**config.mk**
```make
export PLATFORM = sky130hd
export DESIGN_NAME = dm_access_master
export DESIGN_NICKNAME = d
export VERILOG_FILES = /design/src/rtl/dm_access_pkg.sv /design/src/rtl/dm_lane_align.sv /design/src/rtl/dm_access_master.sv
export SDC_FILE = /design/constraint.sdc
export NUM_CORES = 1
export LEC_CHECK = 0
export ABC_AREA = 1
export CAP_MARGIN = 25
export CORE_UTILIZATION = 43
export CTS_CLUSTER_SIZE = 10
export DETAILED_ROUTE_END_ITERATION = 10
export GPL_TIMING_DRIVEN = 0
export HOLD_SLACK_MARGIN = 0.02
export PLACE_DENSITY = 0.81
export SLEW_MARGIN = 20
export SYNTH_ARGS = -nofsm -noshare
export SYNTH_HDL_FRONTEND = slang
export SYNTH_SLANG_ARGS = --single-unit
```
**constraint.sdc**
```tcl
create_clock -name clk -period 1.3 [get_ports clk]
set_input_delay 0.26 -clock clk [delete_from_list [all_inputs] [get_ports clk]]
set_output_delay 0.26 -clock clk [all_outputs]
set_load 0.05 [all_outputs]
```
**src/rtl/dm_access_pkg.sv**
```systemverilog
// Shared types and constants for the data-memory access master and its lane aligner.
package dm_access_pkg;

    localparam int WORD_W = 32;
    localparam int HALF_W = 16;
    localparam int BYTE_W = 8;

    typedef enum logic [1:0] {
        SZ_BYTE = 2'd0,
        SZ_HALF = 2'd1,
        SZ_WORD = 2'd2
    } size_e;

    localparam logic [1:0] SZ_ILLEGAL = 2'd3;

    typedef enum logic [1:0] {
        IDLE,
        RD,
        WR,
        RESP
    } state_e;

    // Offset of the last byte touched by an access of the given size.
    function automatic logic [1:0] last_offset(input logic [1:0] size);
        case (size)
            2'd0:    return 2'd0;
            2'd1:    return 2'd1;
            default: return 2'd3;
        endcase
    endfunction

endpackage

```
**src/rtl/dm_lane_align.sv**
```systemverilog
// Combinational big-endian lane logic: extracts and extends a load lane from a
// memory word, and merges a sub-word store lane into the word read back.
module dm_lane_align
    import dm_access_pkg::*;
(
    input  logic [WORD_W-1:0] rword,
    input  logic [1:0]        offset,
    input  size_e             size,
    input  logic              is_unsigned,
    input  logic [HALF_W-1:0] wdata,
    output logic [WORD_W-1:0] load_data,
    output logic [WORD_W-1:0] merged
);

    logic [4:0]        byte_shift;
    logic [4:0]        half_shift;
    logic [BYTE_W-1:0] byte_val;
    logic [HALF_W-1:0] half_val;

    // Byte at offset 0 is the most significant lane, so the shift is (3 - o) bytes.
    assign byte_shift = {~offset, 3'b000};
    assign half_shift = {~offset[1], 4'b0000};
    assign byte_val   = BYTE_W'(rword >> byte_shift);
    assign half_val   = HALF_W'(rword >> half_shift);

    // NOTE: every output gets a default before the case so no path can infer a latch.
    always_comb begin
        load_data = rword;
        merged    = rword;
        case (size)
            SZ_BYTE: begin
                load_data = is_unsigned ? {24'b0, byte_val} : {{24{byte_val[7]}}, byte_val};
                merged    = (rword & ~(32'h0000_00FF << byte_shift))
                          | ({24'b0, wdata[7:0]} << byte_shift);
            end
            SZ_HALF: begin
                load_data = is_unsigned ? {16'b0, half_val} : {{16{half_val[15]}}, half_val};
                merged    = (rword & ~(32'h0000_FFFF << half_shift))
                          | ({16'b0, wdata} << half_shift);
            end
            default: ;
        endcase
    end

endmodule

```
**src/rtl/dm_access_master.sv**
```systemverilog
// Data-memory initiator: CPU byte/half/word loads and stores onto a big-endian word port,
// with read-modify-write for sub-word stores. Define DM_ACCESS_BOUNDS_CHECK_EN for range errors.
module dm_access_master
    import dm_access_pkg::*;
#(
    parameter int MEM_BYTES = 32,
    parameter int ADDR_W    = 32
) (
    input  logic              clk,
    input  logic              rst_n,
    input  logic              req_valid,
    output logic              req_ready,
    input  logic              req_write,
    input  logic [1:0]        req_size,
    input  logic              req_unsigned,
    input  logic [ADDR_W-1:0] req_addr,
    input  logic [WORD_W-1:0] req_wdata,
    output logic              resp_valid,
    input  logic              resp_ready,
    output logic [WORD_W-1:0] resp_rdata,
    output logic              resp_err,
    output logic [ADDR_W-1:0] mem_addr,
    output logic [WORD_W-1:0] mem_wdata,
    output logic              mem_write,
    input  logic [WORD_W-1:0] mem_rdata
);

    if (MEM_BYTES <= 0 || (MEM_BYTES % 4) != 0) begin : g_bad_mem_bytes
        $error("MEM_BYTES must be a positive multiple of 4");
    end

    state_e            state;
    state_e            next_state;
    size_e             size_q;
    logic [1:0]        offset_q;
    logic              write_q;
    logic              unsigned_q;
    logic [HALF_W-1:0] wdata_q;

    logic              accept;
    logic              illegal_size;
    logic              misaligned;
    logic              out_of_range;
    logic              req_err;
    logic [WORD_W-1:0] load_data;
    logic [WORD_W-1:0] merged_word;

    // NOTE: gating with rst_n makes req_ready drop the instant reset asserts, not at the next edge.
    assign req_ready  = rst_n && (state == IDLE);
    assign resp_valid = (state == RESP);
    assign accept     = req_valid && req_ready;

    assign illegal_size = (req_size == SZ_ILLEGAL);
    assign misaligned   = ((req_size == SZ_HALF) && req_addr[0])
                       || ((req_size == SZ_WORD) && (req_addr[1:0] != 2'b00));

`ifdef DM_ACCESS_BOUNDS_CHECK_EN
    logic [ADDR_W:0] last_byte;
    // One extra bit so an access wrapping past the top of the address space still flags.
    assign last_byte    = {1'b0, req_addr} + {{(ADDR_W-1){1'b0}}, last_offset(req_size)};
    assign out_of_range = (last_byte >= (ADDR_W+1)'(MEM_BYTES));
`else
    assign out_of_range = 1'b0;
`endif

    assign req_err = illegal_size || misaligned || out_of_range;

    always_comb begin
        next_state = state;
        case (state)
            IDLE: begin
                if (accept) begin
                    if (req_err)
                        next_state = RESP;
                    else if (req_write && (req_size == SZ_WORD))
                        next_state = WR;
                    else
                        next_state = RD;
                end
            end
            RD:      next_state = write_q ? WR : RESP;
            WR:      next_state = RESP;
            RESP:    if (resp_ready) next_state = IDLE;
            default: next_state = IDLE;
        endcase
    end

    dm_lane_align u_lane_align (
        .rword       (mem_rdata),
        .offset      (offset_q),
        .size        (size_q),
        .is_unsigned (unsigned_q),
        .wdata       (wdata_q),
        .load_data   (load_data),
        .merged      (merged_word)
    );

    // NOTE: non-blocking assignments so every register samples pre-edge values of the others.
    always_ff @(posedge clk or negedge rst_n) begin
        if (!rst_n) begin
            state      <= IDLE;
            size_q     <= SZ_BYTE;
            offset_q   <= '0;
            write_q    <= 1'b0;
            unsigned_q <= 1'b0;
            wdata_q    <= '0;
            resp_rdata <= '0;
            resp_err   <= 1'b0;
            mem_addr   <= '0;
            mem_wdata  <= '0;
            mem_write  <= 1'b0;
        end else begin
            state     <= next_state;
            mem_write <= (next_state == WR);
            case (state)
                IDLE: begin
                    if (accept) begin
                        size_q     <= size_e'(req_size);
                        offset_q   <= req_addr[1:0];
                        write_q    <= req_write;
                        unsigned_q <= req_unsigned;
                        wdata_q    <= req_wdata[HALF_W-1:0];
                        resp_rdata <= '0;
                        resp_err   <= req_err;
                        if (!req_err)
                            mem_addr <= {req_addr[ADDR_W-1:2], 2'b00};
                        if (!req_err && req_write && (req_size == SZ_WORD))
                            mem_wdata <= req_wdata;
                    end
                end
                RD: begin
                    if (write_q)
                        mem_wdata <= merged_word;
                    else
                        resp_rdata <= load_data;
                end
                default: ;
            endcase
        end
    end

endmodule

```
# Yosys cells after proc, flatten, opt, wreduce, memory -nomap -nowiden
# Cells that the tools add are included.
# totals
wordCells,73
input_bits,104
reg_bits,120
out_inout_bits,100
# classes
n_reduce_logical,18
n_eq_ne,12
bitwise_logic,9
muxes,17
shift,6
# op_table
operator,count
$pmux 32 s2,4
$mux 32,7
$and 32x32->32,2
$not 32->32,2
$or 32x32->32,2
$shl 16x5->32,1
$shl 16x5->32 const A,1
$shl 8x5->32,1
$shl 8x5->32 const A,1
$shr 32x5->16,1
$shr 32x5->8,1
$eq 2x2->1 const B,5
$mux 2,4
$pmux 2 s4,1
$logic_and 1x1->1,7
$eq 2x1->1 const B,3
$ne 2x2->1 const B,3
$reduce_and 3->1,2
$logic_not 2->1,2
$reduce_and 4->1,1
$reduce_bool 2->1,2
$logic_or 1x1->1,2
$ne 2x1->1 const B,1
$not 1->1,2
other kinds (4),4

# Logic depth before layout (Yosys ltp)
# logic_depth
ltp_word,10
mapped_depth,11

# Cells and area by module
# Synthesis repeated with hierarchy kept, for this count alone.
# hier_totals
cells_unflattened,1031
area_unflattened_um2,7165.6
# modules_own_cells
mod,seq_area_each_um2,cells_per_inst,area_per_inst_um2,n_inst
dm_access_master,3002.9,620,5096.1,1
dm_lane_align,0.0,411,2069.5,1

# Worst setup path after synthesis
# OpenSTA, ideal clock, no wires.
# synth_timing
path_type,flip-flop to output port
from,register state[0]
to,output port req_ready
path_stages_with_launch,2
slack_ns,-0.534
arrival_ns,1.574
cell_sequence,dfrtp_1 > nor3b_1
# synth_between
elab_chain_len,2
# synth_lines
item,line,source
start: declaration,dm_access_master.sv:32,state_e state;
start signal: assignment,dm_access_master.sv:113,state <= next_state;
$logic_not 2->1,dm_access_master.sv:49,assign req_ready = rst_n && (state == IDLE);
$logic_and 1x1->1,dm_access_master.sv:49,
end: declaration,dm_access_master.sv:12,"output logic req_ready,"
# Every way passes these cells.

# Worst setup path after layout
# layout_timing
from,register state[1]
to,register mem_wdata[12]
# layout_between
elab_chain_len,5
elab_cells_between_ends,10
cone_classes,eq/ne (4); mux (1); reduce/logical (5)
# layout_lines
item,line,source
$logic_not 2->1,"dm_access_master.sv:49, dm_access_master.sv:115",
$logic_and 1x1->1,dm_access_master.sv:49,
$logic_and 1x1->1,dm_access_master.sv:51,assign accept = req_valid && req_ready;
$ne 2x2->1 (no line),-,
$reduce_and 4->1 (no line),-,
end signal: assignment,dm_access_master.sv:128,mem_wdata <= req_wdata;
end signal: assignment,dm_access_master.sv:133,mem_wdata <= merged_word;
end: declaration,dm_access_master.sv:23,"output logic [WORD_W-1:0] mem_wdata,"
# Several ways; a longest one is shown, not always the timed one.
# A chain may end at the register's enable or synchronous reset.

==> out/qor.txt <==
min cycle time layout - 1550 ps
Peak supply drop - 2030 uV
worst hold slack - -311 ps
Max stage delay on crit path - 450 ps
Post-synth ARST share - 100%
chip width - 128 um
# rows - 45
Slew @ Worst Pin - 543 ps
die area - 16300 um^2
multiplexer area fraction after synthesis - 0%
CTS sink count - 120
Yosys top cell by area - dfrtp_1
Crit-path slowest cell - dfrtp_2
CP max FO - 10
adder-cell share of the synthesized area - 0%
largest net degree at the start of global routing - 49
initial antenna violation count - 0
DRC viols - 0
root buf cell - clkbuf_16
ys flop type - dfrtp_1
vias per cell - 5.21
# Max-Cap Violations - 0
RSZ-0062 raised after global routing - yes
Setup Viol. Count Final - 121
DPL Wire Length - 19100 um
status - finished, violations left
worst-path cell chain - nor2_4 > nand3_2 > buf_6 > nand2_4 > nand3_4 > buf_8 > nand2_1 > nand2_2
post-synth cell types - 28
Startpoint Class - register
max-slew violations - 0
Fin Clk Skew - 6.89 ps
YS warnings - 0
DRT Pass-1 Iters - 6
grt ovf - 0
Max-slew headroom - 63.7%
Leak Pwr - 5.42 nW
vias after detailed routing - 7728
XOR/XNOR Fraction of Synth Area - 0%
Reg-to-Reg Start - state[1]
register area share after synthesis - 44.3%
Routed Antenna Nets - 0
worst reg2reg path depth - 8
NumNets Final - 1363
WL final - 26500 um
I/O pins - 204
Area after DPL - 9200 um^2
Synth Area in Compound Gates - 6.72%
share of layout cells above drive strength 1 - 26.2%
most frequent cell after synthesis - nand2_1
area share of the largest cell type after synthesis - 44.3%
Avg Synthesized Cell Area - 6.77 um^2
fmax - 643 MHz
Clock Tree Buf Depth - 2
WP data required - 1620 ps
gate count of the mapped netlist - 1001
Area growth syn-to-layout - 53.7%
Critical Path Sink Type - register
TritonCTS buffer count - 17
Post-synth EDFFs - 0
Final Hold Vio Count - 73
mapped cell area - 6770 um^2
Die Y - 128 um
Power, Total - 30.5 mW
most instantiated cells after synthesis - 493 x nand2_1, 120 x dfrtp_1, 90 x nand3_1
Starting Density - 44.2%
number of H-tree levels - 4
reg-to-reg endpoint - mem_wdata[12]
Hold WC Path Type - primary input to async pin
DRT iter0 DRCs - 707
CTS clock-pin slew for the worst setup and hold paths - 60 ps
n_diodes - 0
drt wl/cell - 17.9 um
WS Path Type - register to register
Simple-Gate Fraction of Synth Area - 41.0%
clock insertion delay at the later pin of the skew report - 430 ps
number of synthesized register bits - 120
Core ar. - 15300 um^2
failing checks - negative hold slack, negative setup slack
port buffer count - 201
largest family of logic cells by synthesized area - simple AND/OR/NAND/NOR gates
R2R Setup Slk - -250 ps
critical path data arrival time - 1870 ps
Setup WS post-layout - -255 ps
vias in the first global route - 7302
GRT Util Overall - 32.9%
number of fill cells in the layout - 1331
routability cong. - 1.00
TritonCTS clock tree - done
largest cells by area after synthesis - dfrtp_1 44%, nand2_1 27%, nand3_1 6.6%
post-route cell area - 10400 um^2
first-pass GRT wire length - 40100 um
period utilisation layout - 120%
Final Util - 68.0%
Power Density - 2930 nW/um^2
==> registers in the layout, indices dropped and copies added (netlist names) <==
| name | count |
|---|---|
| mem_wdata | 32 |
| resp_rdata | 32 |
| mem_addr | 30 |
| wdata_q | 16 |
| offset_q | 2 |
| size_q | 2 |
| state | 2 |
| mem_write | 1 |
| resp_err | 1 |
| unsigned_q | 1 |
| write_q | 1 |
==> timing repair <==
action	4_1_cts	5_1_grt
hold endpoints to repair	82	55
setup endpoints to repair	218	153
cloned	8	6
setup buffers	16	5
resized for setup	674	146
pin swaps	6	15
==> critical path, delay by kind of cell, from the launching register on <==
family	cells	cell delay (ps)
buffers and inverters	2	370
flip-flops	1	450
AND/OR/NAND/NOR	6	630
==> through the flow <==
step	hold WS (ps)	TNS, ps	worst slack [ps]	cells
6_report	-311	-19360	-255	1483
5_1_grt	-303	-28530	-341	1483
4_1_cts	-300	-21410	-259	1471
3_5_place_dp	221	-101730	-1120	1415
3_3_place_gp	454	-1169900	-5200	1414
2_1_floorplan	-35.6	-3190	-77.6	1002
==> area by class of cell <==
| type | instances | area, um^2 | share of cell area (%) |
|---|---|---|---|
| inverters | 67 | 280 | 2.69 |
| repair buffers | 236 | 2240 | 21.5 |
| clock inverters | 15 | 119 | 1.14 |
| flip-flops and latches | 120 | 3010 | 28.9 |
| repair inverters | 1 | 7.51 | 0.0721 |
| multi-input cells | 761 | 3570 | 34.2 |
| clock buffers | 17 | 425 | 4.09 |
| plain buffers | 55 | 505 | 4.85 |
| well taps | 211 | 264 | 2.54 |
==> power breakdown <==
group	switching [mW]	leakage (nW)	internal (mW)	total, mW
Sequential	1.40	1.51	5.45	6.85
Combinational	12.7	3.66	6.51	19.3
Clock	1.90	0.251	2.46	4.36
==> how the worst max path moves through the flow <==
stage                start             end  slack (ps)
4_1_cts           state[0]   mem_wdata[21]        -260
2_1_floorplan  offset_q[0]  resp_rdata[24]         -80
3_3_place_gp         rst_n       req_ready       -5200
3_5_place_dp         rst_n       req_ready       -1120
5_1_grt           state[0]   mem_wdata[19]        -340
6_report          state[1]   mem_wdata[12]        -250
==> logic make-up (layout without fill, tap and decap cells) <==
logic type | count (synthesis) | in the layout
and+or+nand+nor | 671 | 672
AOI/OAI and AO/OA | 87 | 87
other | 1 | 2
DFF | 120 | 120
buffers and inverters | 122 | 391
==> layer usage <==
metal	global-route usage, %	up-vias	share of wire, %
met5	0	-	0
met4	12.0	0	2.9
met3	6.41	53	8.3
met2	54.8	393	48
met1	42.4	3622	41
li1	-	3660	-
==> cell usage in the layout, fill, tap and decap left out, drive strengths merged <==
| cell | netlist | final |
|---|---|---|
| nand2 | 500 | 500 |
| buf | 41 | 165 |
| dfrtp | 120 | 120 |
| clkdlybuf4s50 | 0 | 102 |
| nand3 | 91 | 91 |
| inv | 67 | 72 |
| o21ai | 54 | 54 |
| nor2 | 46 | 47 |
| clkbuf | 14 | 39 |
| a21oi | 25 | 25 |
| or2 | 17 | 17 |
| nand4 | 15 | 15 |
| clkinvlp | 0 | 8 |
| a21boi | 6 | 6 |
| clkinv | 0 | 3 |
| conb | 1 | 2 |
| nor3 | 1 | 1 |
| a22oi | 1 | 1 |
| nor3b | 1 | 1 |
| o21a | 1 | 1 |
| bufbuf | 0 | 1 |
| dlygate4sd3 | 0 | 1 |
No activity file was read; power rests on OpenSTA's default activity.
